<file path="src/rtl/gtech_reduce_pipe_if.sv">
// gtech_reduce_pipe_if: operand/result handshake bundle
// master drives operand side, slave is the reduction pipe
interface gtech_reduce_pipe_if #(
  parameter int WIDTH = 64
);
  logic [WIDTH-1:0] a;
  logic [2:0]       op;
  logic             in_valid;
  logic             in_ready;
  logic             z;
  logic             out_valid;
  logic             out_ready;

  modport master (
    output a, op, in_valid, out_ready,
    input  in_ready, z, out_valid
  );

  modport slave (
    input  a, op, in_valid, out_ready,
    output in_ready, z, out_valid
  );
endinterface

</file>
<file path="src/rtl/gtech_reduce_pipe.sv">
// gtech_reduce_pipe: pipelined FANIN-ary OR/AND(/XOR) reduction
// optional XOR class enabled by GTECH_REDUCE_XOR_EN
module gtech_reduce_pipe #(
  parameter int WIDTH = 64,
  parameter int FANIN = 8
) (
  input logic               i_clk,
  input logic               i_rst,
  gtech_reduce_pipe_if.slave io_bus
);

  function automatic int lvl_w(input int lvl);
    int c;
    c = WIDTH;
    for (int k = 0; k < lvl; k++) c = (c + FANIN - 1) / FANIN;
    return c;
  endfunction

  function automatic int calc_stages();
    int c;
    int n;
    c = WIDTH;
    n = 0;
    while (c > 1) begin
      c = (c + FANIN - 1) / FANIN;
      n++;
    end
    return (n < 1) ? 1 : n;
  endfunction

  localparam int STAGES = calc_stages();

  // one tree level: FANIN-bit chunks from LSB, short chunk padded with identity
  function automatic logic [WIDTH-1:0] red_lvl(
    input logic [WIDTH-1:0] v,
    input int               win,
    input logic [2:0]       op
  );
    logic [WIDTH-1:0] res;
    logic [WIDTH-1:0] sh;
    logic             is_x;
    logic             is_a;
    logic             acc;
    logic             b;
    int               idx;
    res  = '0;
    is_x = op[2];
    is_a = op[1] & ~op[2];
    for (int j = 0; j < WIDTH; j++) begin
      acc = is_a;
      for (int i = 0; i < FANIN; i++) begin
        idx = j * FANIN + i;
        sh  = v >> idx;
        b   = (idx < win) ? sh[0] : is_a;
        if (is_x)      acc = acc ^ b;
        else if (is_a) acc = acc & b;
        else           acc = acc | b;
      end
      res[j] = acc;
    end
    return res;
  endfunction

  function automatic logic red_top(
    input logic [WIDTH-1:0] v,
    input int               win,
    input logic [2:0]       op
  );
    logic [WIDTH-1:0] t;
    t = red_lvl(v, win, op);
    return t[0];
  endfunction

  logic       w_adv;
  logic [2:0] w_op;
  logic       r_z;
  logic       r_ov;

`ifdef GTECH_REDUCE_XOR_EN
  assign w_op = io_bus.op;
`else
  assign w_op = {1'b0, io_bus.op[1:0]};
`endif

  assign w_adv           = io_bus.out_ready | ~r_ov;
  assign io_bus.in_ready = w_adv;
  assign io_bus.z        = r_z;
  assign io_bus.out_valid = r_ov;

  if (STAGES == 1) begin : g_one
    // single level: reduce, invert and register in one step
    always_ff @(posedge i_clk) begin
      if (i_rst) begin
        r_z  <= 1'b0;
        r_ov <= 1'b0;
      end else if (w_adv) begin
        r_z  <= red_top(io_bus.a, WIDTH, w_op) ^ w_op[0];
        r_ov <= io_bus.in_valid;
      end
    end
  end else begin : g_multi
    localparam int NI = STAGES - 1;

    logic [WIDTH-1:0] r_dat [NI];
    logic [2:0]       r_op  [NI];
    logic             r_vld [NI];
    logic [WIDTH-1:0] w_nxt [NI];

    // next value of every intermediate level
    always_comb begin
      w_nxt[0] = red_lvl(io_bus.a, WIDTH, w_op);
      for (int k = 1; k < NI; k++)
        w_nxt[k] = red_lvl(r_dat[k-1], lvl_w(k), r_op[k-1]);
    end

    // global shift on advance; op rides along, inversion at the last level
    always_ff @(posedge i_clk) begin
      if (i_rst) begin
        for (int k = 0; k < NI; k++) begin
          r_dat[k] <= '0;
          r_op[k]  <= '0;
          r_vld[k] <= 1'b0;
        end
        r_z  <= 1'b0;
        r_ov <= 1'b0;
      end else if (w_adv) begin
        r_dat[0] <= w_nxt[0];
        r_op[0]  <= w_op;
        r_vld[0] <= io_bus.in_valid;
        for (int k = 1; k < NI; k++) begin
          r_dat[k] <= w_nxt[k];
          r_op[k]  <= r_op[k-1];
          r_vld[k] <= r_vld[k-1];
        end
        r_z  <= red_top(r_dat[NI-1], lvl_w(NI), r_op[NI-1])
                ^ r_op[NI-1][0];
        r_ov <= r_vld[NI-1];
      end
    end
  end

endmodule
</file>
<file path="src/flat_wrapper.sv">
// flat-port wrapper written by rule: the top's interface ports become plain ports
module gtech_reduce_pipe_flat 
#(
  parameter int WIDTH = 64,
  parameter int FANIN = 8
)
  (i_clk, i_rst, io_bus_a, io_bus_op, io_bus_in_valid, io_bus_out_ready, io_bus_in_ready, io_bus_z, io_bus_out_valid);
  gtech_reduce_pipe_if #(.WIDTH(WIDTH)) io_bus_i ();
  input logic i_clk;
  input logic i_rst;
  input wire logic [$bits(io_bus_i.a)-1:0] io_bus_a;
  input wire logic [$bits(io_bus_i.op)-1:0] io_bus_op;
  input wire logic [$bits(io_bus_i.in_valid)-1:0] io_bus_in_valid;
  input wire logic [$bits(io_bus_i.out_ready)-1:0] io_bus_out_ready;
  output wire logic [$bits(io_bus_i.in_ready)-1:0] io_bus_in_ready;
  output wire logic [$bits(io_bus_i.z)-1:0] io_bus_z;
  output wire logic [$bits(io_bus_i.out_valid)-1:0] io_bus_out_valid;
  assign io_bus_i.a = io_bus_a;
  assign io_bus_i.op = io_bus_op;
  assign io_bus_i.in_valid = io_bus_in_valid;
  assign io_bus_i.out_ready = io_bus_out_ready;
  assign io_bus_in_ready = io_bus_i.in_ready;
  assign io_bus_z = io_bus_i.z;
  assign io_bus_out_valid = io_bus_i.out_valid;
  gtech_reduce_pipe #(.WIDTH(WIDTH), .FANIN(FANIN)) u_core (.i_clk(i_clk), .i_rst(i_rst), .io_bus(io_bus_i));
endmodule
</file>
<file path="config.mk">
export PLATFORM = sky130hd
export DESIGN_NAME = gtech_reduce_pipe_flat
export DESIGN_NICKNAME = d
export VERILOG_FILES = /design/src/rtl/gtech_reduce_pipe_if.sv /design/src/rtl/gtech_reduce_pipe.sv /design/src/flat_wrapper.sv
export SDC_FILE = /design/constraint.sdc
export NUM_CORES = 1
export LEC_CHECK = 0
export CAP_MARGIN = 20
export CORE_MARGIN = 8
export CORE_UTILIZATION = 33
export CTS_CLUSTER_DIAMETER = 150
export DETAILED_ROUTE_END_ITERATION = 8
export GPL_ROUTABILITY_DRIVEN = 0
export PLACE_DENSITY_LB_ADDON = 0.2
export SLEW_MARGIN = 20
export SYNTH_ARGS = -nofsm -noshare
export SYNTH_HDL_FRONTEND = slang
export SYNTH_SLANG_ARGS = --single-unit
export TNS_END_PERCENT = 50
</file>
<file path="constraint.sdc">
create_clock -name i_clk -period 3.9 [get_ports i_clk]
set_input_delay 0.39 -clock i_clk [delete_from_list [all_inputs] [get_ports i_clk]]
set_output_delay 0.39 -clock i_clk [all_outputs]
set_load 0.1 [all_outputs]
</file>
# --- After elaboration in Yosys (flattened, before gate mapping) ---
# Memories as Yosys holds them, arrays and structs flattened. A register that Yosys moved wholly into a read port is not among the register bits.
# Cells that the tools add are included.
# W data, S select, Z words.
totals:
  out_inout_bits: 3
  n_memories: 3
  regBits: 1
  ram_bits: 67
classes:
  bitwise: 157
  reduce_logical: 3
  mux: 107
mem_list:
  columns: ["name", "words", "word_bits", "read_ports", "rd_clocked_by_memory_dff", "write_ports", "line", "rtl"]
  rows:
  - ["u_core.g_multi.r_dat", 1, 64, 1, 0, 1, "gtech_reduce_pipe.sv:104", "logic [WIDTH-1:0] r_dat [NI];"]
  - ["u_core.g_multi.r_op", 1, 2, 1, 0, 1, "gtech_reduce_pipe.sv:105", "logic [2:0] r_op [NI];"]
  - ["u_core.g_multi.r_vld", 1, 1, 1, 1, 1, "gtech_reduce_pipe.sv:106", "logic r_vld [NI];"]
ops:
  columns: ["operator", "n"]
  rows:
  - ["$mux W1", 105]
  - ["$and A1 B1 Y1", 73]
  - ["$or A1 B1 Y1", 73]
  - ["$mux W64", 1]
  - ["$reduce_or A64 Y1", 1]
  - ["$xor A1 B1 Y1", 9]
  - ["$mux W2", 1]
  - ["$reduce_or A2 Y1", 1]
  - ["$not A1 Y1", 1]
  - ["$not A1 Y1 const A", 1]
  - ["$reduce_or A1 Y1", 1]

# --- Logic depth before layout (Yosys ltp) ---
# Gate-level depths: netlist (run 1).
logic_depth:
  ltp_word: 43
  depth_mapped: 5
  depth_no_buf: 5

# --- Worst setup path after synthesis (run 1) ---
# OpenSTA, ideal clock, no wires.
synth_timing:
  path_type: "register to register"
  startpoint: "register u_core.r_ov, in the netlist u_core.io_bus.out_valid (read register of u_core.g_multi.r_vld)"
  endpoint: "register u_core.r_z, in the netlist u_core.io_bus.z"
  period_less_slack_ns: 2.352
  stages_incl_launch_ff: 6
  t_required_ns: 3.778
  t_arrival_ns: 2.230
  slack_ns: 1.548
  path_cell_list: "dfxtp_1 > nor2b_4 > inv_1 > o2111ai_2 > mux2i_1 > a311o_1"
synth_via:
  elab_chain_len: 2
synth_rtl:
  columns: ["item", "line", "rtl"]
  rows:
  - ["start, declared", "gtech_reduce_pipe.sv:77", "logic r_ov;"]
  - ["$not A1 Y1", "gtech_reduce_pipe.sv:85", "assign w_adv = io_bus.out_ready | ~r_ov;"]
  - ["$or A1 B1 Y1", "gtech_reduce_pipe.sv:85", null]
  - ["via io_bus_in_ready", "flat_wrapper.sv:15", "output wire logic [$bits(io_bus_i.in_ready)-1:0] io_bus_in_ready;"]
  - ["end signal, assigned", "gtech_reduce_pipe.sv:135", "r_z <= red_top(r_dat[NI-1], lvl_w(NI), r_op[NI-1])"]
  - ["end, declared", "gtech_reduce_pipe.sv:76", "logic r_z;"]
# The timed path passes the listed nets, and every way through them passes these cells.
# A chain may end at the register's enable or synchronous reset.

# --- Worst setup path in the final report (run 1) ---
layout_timing:
  startpoint: "input io_bus_out_ready"
  endpoint: "output io_bus_in_ready"
layout_via:
  elab_chain_len: 1
layout_rtl:
  columns: ["item", "line", "rtl"]
  rows:
  - ["start, declared", "flat_wrapper.sv:14", "input wire logic [$bits(io_bus_i.out_ready)-1:0] io_bus_out_ready;"]
  - ["$or A1 B1 Y1", "gtech_reduce_pipe.sv:85", null]
  - ["end, declared", "flat_wrapper.sv:15", null]
# No other way between the ends.

==> flow_summary.json, run 1 <==
{
  "global_route_wire_length_before_repair_um": 4720,
  "dieWidth_um": 66.3,
  "syn-num-nets": 161,
  "synth_compound_area_frac": 0.156,
  "worst_slew_margin_rel": 0.348,
  "period_utilization_post_route": 0.682,
  "synth-xor-area-share": 0,
  "yosys-top-cells-area": "sky130_fd_sc_hd__edfxtp_1 40%, sky130_fd_sc_hd__nand4_1 13%, sky130_fd_sc_hd__nor4_1 13%",
  "holdBufCountCts": 0,
  "cts_max_level": 1,
  "clock_skew_ns": 0.00318,
  "hold_path.class": "reg -> reg",
  "via_count_normalized_by_instance_count": 5.46,
  "synth.yosys.warnings": 0,
  "multiplexer_area_fraction_after_synthesis": 0.0120,
  "number_of_antenna_violations_at_the_first_check_in_global_routing": 0,
  "critical_path.startpoint_type": "input port",
  "irDropWorstVdd_mv": 0.158,
  "worstMarginPinSlew_ns": 0.975,
  "drt_first_iter_violations": 19,
  "pwr_density_cell_nw_per_um2": 235,
  "synth_cells": 90,
  "ys_seq_area_frac": 0.443,
  "tritoncts": "done",
  "cts.path.max_buffers": 2,
  "synth-adder-area-share": 0,
  "final_cell_mix": "72 x sky130_fd_sc_hd__clkdlybuf4s50_1, 18 x sky130_fd_sc_hd__nor4_1, 18 x sky130_fd_sc_hd__nand4_1",
  "place_inst": 191,
  "run_status": "complete, no violations",
  "grt_pass1_vias": 1123,
  "initial_utilization": 0.344,
  "mappedNetlistArea_um2": 836,
  "final-setup-viol-count": 0,
  "dieHeight_um": 66.3,
  "drtPass1Iterations": 4,
  "antenna-diode-count": 0,
  "site_rows": 18,
  "post-synth-top-area-cell": "sky130_fd_sc_hd__edfxtp_1",
  "antenna_violating_nets_post_route": 0,
  "grt_max_degree": 12,
  "io_buffers": 72,
  "path_clk_slew_ns": 0.08,
  "netlist-cell-type-count": 17,
  "synth.ff_latch_count": 13,
  "finalMaxSlewViolations": 0,
  "p_leak_uw": 0.000543,
  "cts_resized": 0,
  "clock_latency_on_the_worst_skew_pair_ns": 0.27,
  "layout-drive-gt1-share": 0.0303,
  "grt_setup_unrepaired": "false",
  "clock-root-buffer": "sky130_fd_sc_hd__clkbuf_4",
  "grt_remaining_overflow": 0,
  "layout-area-overhead-vs-synth_pct": 93.4,
  "syn-mean-instance-area_um2": 9.29,
  "grt_usage": 0.134,
  "cp_max_fo": 6,
  "io-pin-count": 74,
  "wl_per_cell_um": 16.0,
  "worst-endpoint-required_ns": 3.51,
  "post-route-drc-count": 0,
  "fin_cells": 195,
  "largest_family_of_logic_cells_by_synthesized_area": "simple AND/OR/NAND/NOR gates",
  "fmax_mhz": 376,
  "cts_sinks": 13,
  "final_nets": 237,
  "post-cts-setup-buffers": 0,
  "totalNegativeSetupSlack_ns": 0,
  "routed_wl_um": 3130,
  "critical_path.endpoint_type": "output pin",
  "synthSimpleGateAreaFrac": 0.376,
  "core-area_um2": 2430,
  "dp.final_hpwl_um": 2650,
  "tritoncts.num_buffers": 3,
  "period_needed_ns": 2.66,
  "synth-async-reset-ratio": 0,
  "timing.setup.critical_path_class": "in -> out",
  "synth.top_cell.area_share": 0.395,
  "dominantRegCellSynth": "sky130_fd_sc_hd__edfxtp_1",
  "synth_edf_count": 11,
  "dr_total_vias": 1064,
  "mostFrequentLayoutCell": "sky130_fd_sc_hd__clkdlybuf4s50_1",
  "worst-endpoint-arrival_ns": 2.27,
  "max-cap-violations": 0,
  "design.die.area_um2": 4400,
  "timing_hold_violations_final": 0
}
-- registers in the layout, indices dropped and copies added, names as in the netlist --
name / count
u_core.io_bus.z: 1
u_core.g_multi.r_dat: 8
u_core.g_multi.r_op: 2
u_core.g_multi.r_vld: 1
u_core.io_bus.out_valid: 1
-- final cells by class --
type	instances	area, um^2
repair buffers	72	721
clock buffers	4	26.3
multi-input cells	74	454
inverters	2	7.51
flip-flops and latches	13	370
well taps	30	37.5
fillers	201	816
-- synthesized netlist by cell type (2+ instances only) --
master / n
sky130_fd_sc_hd__a21oi_1: 9
sky130_fd_sc_hd__inv_1: 2
sky130_fd_sc_hd__edfxtp_1: 11
sky130_fd_sc_hd__nand4_1: 18
sky130_fd_sc_hd__nor2_1: 11
sky130_fd_sc_hd__and3_1: 3
sky130_fd_sc_hd__dfxtp_1: 2
sky130_fd_sc_hd__o21a_1: 8
sky130_fd_sc_hd__nor4_1: 18
-- metrics by stage --
stage	hold WS (ns)	setup WS, ns	power [uW]	util	cell area (um^2)
2_1_floorplan	0.433	1.55	211	-	836
3_3_place_gp	0.469	1.27	297	0.654	1590
3_5_place_dp	0.482	1.25	301	0.654	1590
4_1_cts	0.499	1.25	382	0.665	1620
5_1_grt	0.512	1.22	397	0.665	1620
6_report	0.490	1.24	379	0.665	1620
-- final timing paths --
path | startpoint | end | slack, ns | cells after the start
max | io_bus_out_ready | io_bus_in_ready | 1.24 | 4
min reg2reg | u_core.g_multi.r_vld[0] | u_core.io_bus.out_valid | 0.49 | 2
max reg2reg | u_core.g_multi.r_dat[0][3] | u_core.io_bus.z | 2.42 | 4
min | u_core.g_multi.r_vld[0] | u_core.io_bus.out_valid | 0.49 | 2
-- per-layer routing --
| layer | track usage | vias to the layer above | part of all wire |
|---|---|---|---|
| met4 | 0.0373 | 0 | 0.0054 |
| met1 | 0.136 | 493 | 0.35 |
| met5 | 0 | - | 0 |
| li1 | - | 536 | - |
| met2 | 0.259 | 31 | 0.59 |
| met3 | 0.0356 | 4 | 0.057 |
-- kinds of logic after synthesis --
logic type             count (synthesis)
AOI/OAI and AO/OA                     19
and+or+nand+nor                       54
muxes                                  1
DFF                                   13
buffers and inverters                  3
-- report_power, final --
part / internal [uW] / switching [uW]
Sequential: 162 / 5.55
Combinational: 78.8 / 52.5
Clock: 39.6 / 40.7
-- worst max-delay path, cell delays in order --
cell and delay (ns):
sky130_fd_sc_hd__clkdlybuf4s50_1 0.50, sky130_fd_sc_hd__nor2b_4 0.06, sky130_fd_sc_hd__inv_1 0.14, sky130_fd_sc_hd__clkdlybuf4s50_1 1.16
No activity file was read; power rests on OpenSTA's default activity.
==> run 2: changes to the inputs <==
--- a/config.mk
+++ b/config.mk
@@ -7,7 +7,7 @@
 export LEC_CHECK = 0
 export CAP_MARGIN = 20
 export CORE_MARGIN = 8
-export CORE_UTILIZATION = 33
+export CORE_UTILIZATION = 31
 export CTS_CLUSTER_DIAMETER = 150
 export DETAILED_ROUTE_END_ITERATION = 8
 export GPL_ROUTABILITY_DRIVEN = 0
==> constraint.sdc (replaced) <==
create_clock -name i_clk -period 2.5 [get_ports i_clk]
set_input_delay 0.25 -clock i_clk [delete_from_list [all_inputs] [get_ports i_clk]]
set_output_delay 0.25 -clock i_clk [all_outputs]
set_load 0.1 [all_outputs]
==> run 2 against run 1 <==
Against the previous run:
- clock skew increased by 0.0021 ns
- cell area decreased by 0.31%
- flip-flop and latch count unchanged
==> flow_summary.json, run 2 (synthesized netlist as in run 1, its figures left out) <==
{
  "run_status": "complete, no violations",
  "drt_first_iter_violations": 94,
  "worst-endpoint-arrival_ns": 1.29,
  "drtPass1Iterations": 4,
  "wl_per_cell_um": 16.0,
  "period_needed_ns": 1.54,
  "site_rows": 19,
  "dieHeight_um": 67.9,
  "path_clk_slew_ns": 0.08,
  "worst-endpoint-required_ns": 2.25,
  "grt_setup_unrepaired": "false",
  "area_occupied_by_multi_input_gates_um2": 454,
  "fill_cells": 255,
  "layout-drive-gt1-share": 0.0545,
  "hold_path.class": "reg -> reg",
  "stdcell_area_um2": 1610,
  "holdBufCountCts": 0,
  "timing.reg2reg.worst_path_depth": 4,
  "design.die.area_um2": 4610,
  "regToRegStartpoint": "u_core.g_multi.r_dat[0][3]",
  "fmax_mhz": 648,
  "max-cap-violations": 0,
  "finalMaxSlewViolations": 0,
  "clock_skew_ns": 0.00531,
  "cts.path.max_buffers": 2,
  "post-cts-setup-buffers": 0,
  "irDropWorstVdd_mv": 0.349,
  "cts_sinks": 13,
  "antenna-diode-count": 0,
  "pwr_density_cell_nw_per_um2": 369,
  "final-setup-viol-count": 0,
  "grt_usage": 0.128,
  "dieWidth_um": 67.9,
  "dpl_cell_area_um2": 1580,
  "r2r_end": "u_core.io_bus.z",
  "final_cell_mix": "69 x sky130_fd_sc_hd__clkdlybuf4s50_1, 18 x sky130_fd_sc_hd__nor4_1, 18 x sky130_fd_sc_hd__nand4_1",
  "tritoncts.num_buffers": 3,
  "fin_hold_ws_ns": 0.507,
  "reg_top3": "u_core.g_multi.r_dat (8), u_core.g_multi.r_op (2)",
  "cts_resized": 0,
  "io_buffers": 72,
  "grt_max_degree": 12,
  "timing.setup.critical_path_class": "in -> out",
  "via_count_normalized_by_instance_count": 5.39,
  "post-layout-total-power_uw": 595,
  "final_nets": 237,
  "grt_remaining_overflow": 0,
  "totalNegativeSetupSlack_ns": 0,
  "clock-root-buffer": "sky130_fd_sc_hd__clkbuf_4",
  "largest_register_ffs": 8,
  "register_to_register_setup_slack_ns": 1.10,
  "global_route_wire_length_before_repair_um": 4660,
  "grt_util_met2": 0.253,
  "core-area_um2": 2660,
  "worstHoldEndpoint": "u_core.io_bus.out_valid",
  "hold_depth": 2,
  "worstMarginPinSlew_ns": 0.608,
  "io-pin-count": 74,
  "critical_path.endpoint_type": "output pin",
  "routed_wl_um": 3140,
  "mostFrequentLayoutCell": "sky130_fd_sc_hd__clkdlybuf4s50_1",
  "timing_hold_violations_final": 0,
  "timing.hold.worst.start": "u_core.g_multi.r_vld[0]",
  "tritoncts": "done",
  "clock_latency_on_the_worst_skew_pair_ns": 0.28,
  "grt.busiest_layer": "met2",
  "dr_total_vias": 1057,
  "cp_max_fo": 6,
  "grt_use_met3": 0.0458,
  "critical_path.startpoint_type": "input port",
  "dp.final_hpwl_um": 2760,
  "worst_slew_margin_rel": 0.593,
  "grtUsageMet1": 0.123,
  "initial_utilization": 0.314,
  "post-route-drc-count": 0,
  "grt_pass1_vias": 1133,
  "p_leak_uw": 0.000548,
  "period_utilization_post_route": 0.618,
  "antenna_violating_nets_post_route": 0,
  "layout.area.seq_um2": 370,
  "layout-area-overhead-vs-synth_pct": 92.8,
  "cts_max_level": 1,
  "number_of_antenna_violations_at_the_first_check_in_global_routing": 0,
  "register_bank_with_the_most_flops": "u_core.g_multi.r_dat"
}
run 2: stage by stage:
stage	utilization	setup WS (ns)	cells
finish	0.605	0.956	196
global route	0.605	0.921	196
CTS	0.605	0.951	196
detailed placement	0.595	0.841	192
global placement	0.595	0.870	192
floorplan	-	0.148	90
run 2: area by class of cell:
type	instances	area share
Clock buffer	3	0.0140
Clock inverter	1	0.00311
Inverter	2	0.00466
Multi-Input combinational cell	74	0.282
Sequential cell	13	0.230
Tap cell	31	0.0241
Timing Repair Buffer	72	0.443
run 2: worst max-delay path by stage:
stage	from	endpoint	slack [ns]	cells past startpoint
2_1_floorplan	u_core.io_bus.out_valid	u_core.io_bus.z	0.15	5
3_3_place_gp	io_bus_out_ready	u_core.g_multi.r_dat[0][4]	0.87	4
3_5_place_dp	io_bus_out_ready	u_core.g_multi.r_dat[0][4]	0.84	4
4_1_cts	io_bus_out_ready	io_bus_in_ready	0.95	4
5_1_grt	io_bus_out_ready	io_bus_in_ready	0.92	4
6_report	io_bus_out_ready	io_bus_in_ready	0.96	4
run 2: worst max-delay path: stages:
cell,delay (ns)
sky130_fd_sc_hd__clkdlybuf4s50_1,0.51
sky130_fd_sc_hd__nor2b_4,0.07
sky130_fd_sc_hd__inv_1,0.14
sky130_fd_sc_hd__buf_4,0.32
run 2: where the power goes:
part	switching [uW]	total, uW	leakage, uW	internal [uW]
Combinational	81.8	203	0.000387	122
Clock	70.5	130	0.0000177	59.3
Sequential	9.15	262	0.000143	253
run 2: layer usage:
layer | vias to the layer above | routed length (um)
met5 | - | 0
met4 | 0 | 6
met3 | 2 | 185
met2 | 31 | 1780
met1 | 491 | 1170
li1 | 533 | -
==> run 3: changes to the inputs <==
==> constraint.sdc (replaced) <==
create_clock -name i_clk -period 1.5 [get_ports i_clk]
set_input_delay 0.15 -clock i_clk [delete_from_list [all_inputs] [get_ports i_clk]]
set_output_delay 0.15 -clock i_clk [all_outputs]
set_load 0.1 [all_outputs]
==> run 3 against run 2 <==
Against the previous run:
- sequential share of layout area decreased by 0.73 points
- cell area grew 4.3%
- critical path depth is the same
- via count rose by 1.8%
- critical path type is now reg -> out
==> flow_summary.json, run 3 (synthesized netlist as in run 1, its figures left out) <==
{
  "run_status": "complete, no violations",
  "final-setup-viol-count": 0,
  "irDropWorstVdd_mv": 0.545,
  "io_buffers": 72,
  "global_route_wire_length_before_repair_um": 4490,
  "largest_register_ffs": 8,
  "postLayoutSetupSlackWorst_ns": 0.0734,
  "p_leak_uw": 0.000575,
  "timing_hold_violations_final": 0,
  "clock-root-buffer": "sky130_fd_sc_hd__clkbuf_4",
  "tritoncts.num_buffers": 3,
  "antenna_violating_nets_post_route": 0,
  "cts.path.max_buffers": 2,
  "grt_usage": 0.123,
  "slowest_stage": "sky130_fd_sc_hd__dfxtp_4",
  "routed_wl_um": 2960,
  "final_cell_mix": "69 x sky130_fd_sc_hd__clkdlybuf4s50_1, 18 x sky130_fd_sc_hd__nor4_1, 18 x sky130_fd_sc_hd__nand4_1",
  "register_bank_with_the_most_flops": "u_core.g_multi.r_dat",
  "grt_remaining_overflow": 0,
  "crit_path_max_incr_delay_ns": 0.37,
  "core-area_um2": 2660,
  "place_worst_setup_slack_ns": -0.0708,
  "max-cap-violations": 0,
  "antenna-diode-count": 0,
  "cts_max_level": 1,
  "timing.critical_path.cells": "nor2b_4 > clkinvlp_4 > buf_4 > buf_12",
  "reg_top3": "u_core.g_multi.r_dat (8), u_core.g_multi.r_op (2)",
  "drtPass1Iterations": 4,
  "grt_max_degree": 12,
  "utilization": 0.632,
  "path_clk_slew_ns": 0.08,
  "timing.setup.critical_path_class": "reg -> out",
  "wl_per_cell_um": 14.8,
  "hold_path.class": "reg -> reg",
  "clock_skew_ns": 0.00664,
  "pwr_density_cell_nw_per_um2": 603,
  "initial_utilization": 0.314,
  "worstMarginPinSlew_ns": 0.419,
  "worst_slew_margin_rel": 0.720,
  "io-pin-count": 74,
  "finalMaxSlewViolations": 0,
  "final_nets": 240,
  "grt_setup_unrepaired": "false",
  "crit_family": "buffers and inverters",
  "stdcell_area_um2": 1680,
  "site_rows": 19,
  "critical_path.endpoint_type": "output pin",
  "layout-area-overhead-vs-synth_pct": 101,
  "worst-endpoint-required_ns": 1.35,
  "clock_latency_on_the_worst_skew_pair_ns": 0.28,
  "worst-path-buf-inv": 3,
  "cts_sinks": 13,
  "mostFrequentLayoutCell": "sky130_fd_sc_hd__clkdlybuf4s50_1",
  "dp.final_hpwl_um": 2560,
  "tritoncts": "done",
  "post-layout-total-power_uw": 1010,
  "fmax_mhz": 701,
  "period_needed_ns": 1.43,
  "totalNegativeSetupSlack_ns": 0,
  "number_of_antenna_violations_at_the_first_check_in_global_routing": 0,
  "register_to_register_setup_slack_ns": 0.09,
  "period_utilization_post_route": 0.951,
  "via_count_normalized_by_instance_count": 5.41,
  "drt_first_iter_violations": 24,
  "holdBufCountCts": 0,
  "dpl_cell_area_um2": 1640,
  "cp_max_fo": 5,
  "worst-endpoint-arrival_ns": 1.28,
  "design.die.area_um2": 4610,
  "critical_path.startpoint_type": "register",
  "post-route-drc-count": 0,
  "dr_total_vias": 1076,
  "dieHeight_um": 67.9,
  "dieWidth_um": 67.9,
  "grt_pass1_vias": 1155,
  "layout-drive-gt1-share": 0.0893
}
run 3: metal layers:
metal / track usage / up-vias / routed length, um
li1: - / 542 / -
met5: 0 / - / 0
met3: 0.0540 / 4 / 234
met2: 0.243 / 36 / 1610
met1: 0.114 / 494 / 1090
met4: 0.0230 / 0 / 21
run 3: path summary, 6_finish.rpt:
kind                                   start                      end  cells past startpoint
hold / removal       u_core.g_multi.r_vld[0]  u_core.io_bus.out_valid                      2
setup / recovery     u_core.io_bus.out_valid          io_bus_in_ready                      4
setup reg to reg  u_core.g_multi.r_dat[0][3]          u_core.io_bus.z                      4
hold reg to reg      u_core.g_multi.r_vld[0]  u_core.io_bus.out_valid                      2
run 3: timing repair:
action	CTS	global route
resized for setup	0	1
setup buffers	1	0
endpoints found under the hold margin	0	0
gates cloned	0	0
setup endpoints to repair	1	3
run 3: stage by stage:
stage,instances,hold slack [ns]
3_5_place_dp,194,0.463
5_1_grt,199,0.515
6_report,199,0.476
2_1_floorplan,90,0.213
4_1_cts,199,0.463
3_3_place_gp,194,0.466
run 3: report_power, final:
group,switching (uW),internal [uW]
Combinational,138,223
Sequential,16.8,421
Clock,117,98.8
Total,272,742
run 3: layout make-up:
class / instances / area [um^2]
Multi-Input combinational cell: 74 / 457
Tap cell: 31 / 38.8
Inverter: 2 / 11.3
Timing Repair Buffer: 75 / 773
Clock inverter: 1 / 5.00
Sequential cell: 13 / 374
Fill cell: 244 / 981
Clock buffer: 3 / 22.5
run 3: worst min-delay path: cells and delay by family, from the launching register on:
family           cells  cell delay, ns
DFF                  1            0.34
and+or+nand+nor      2            0.10
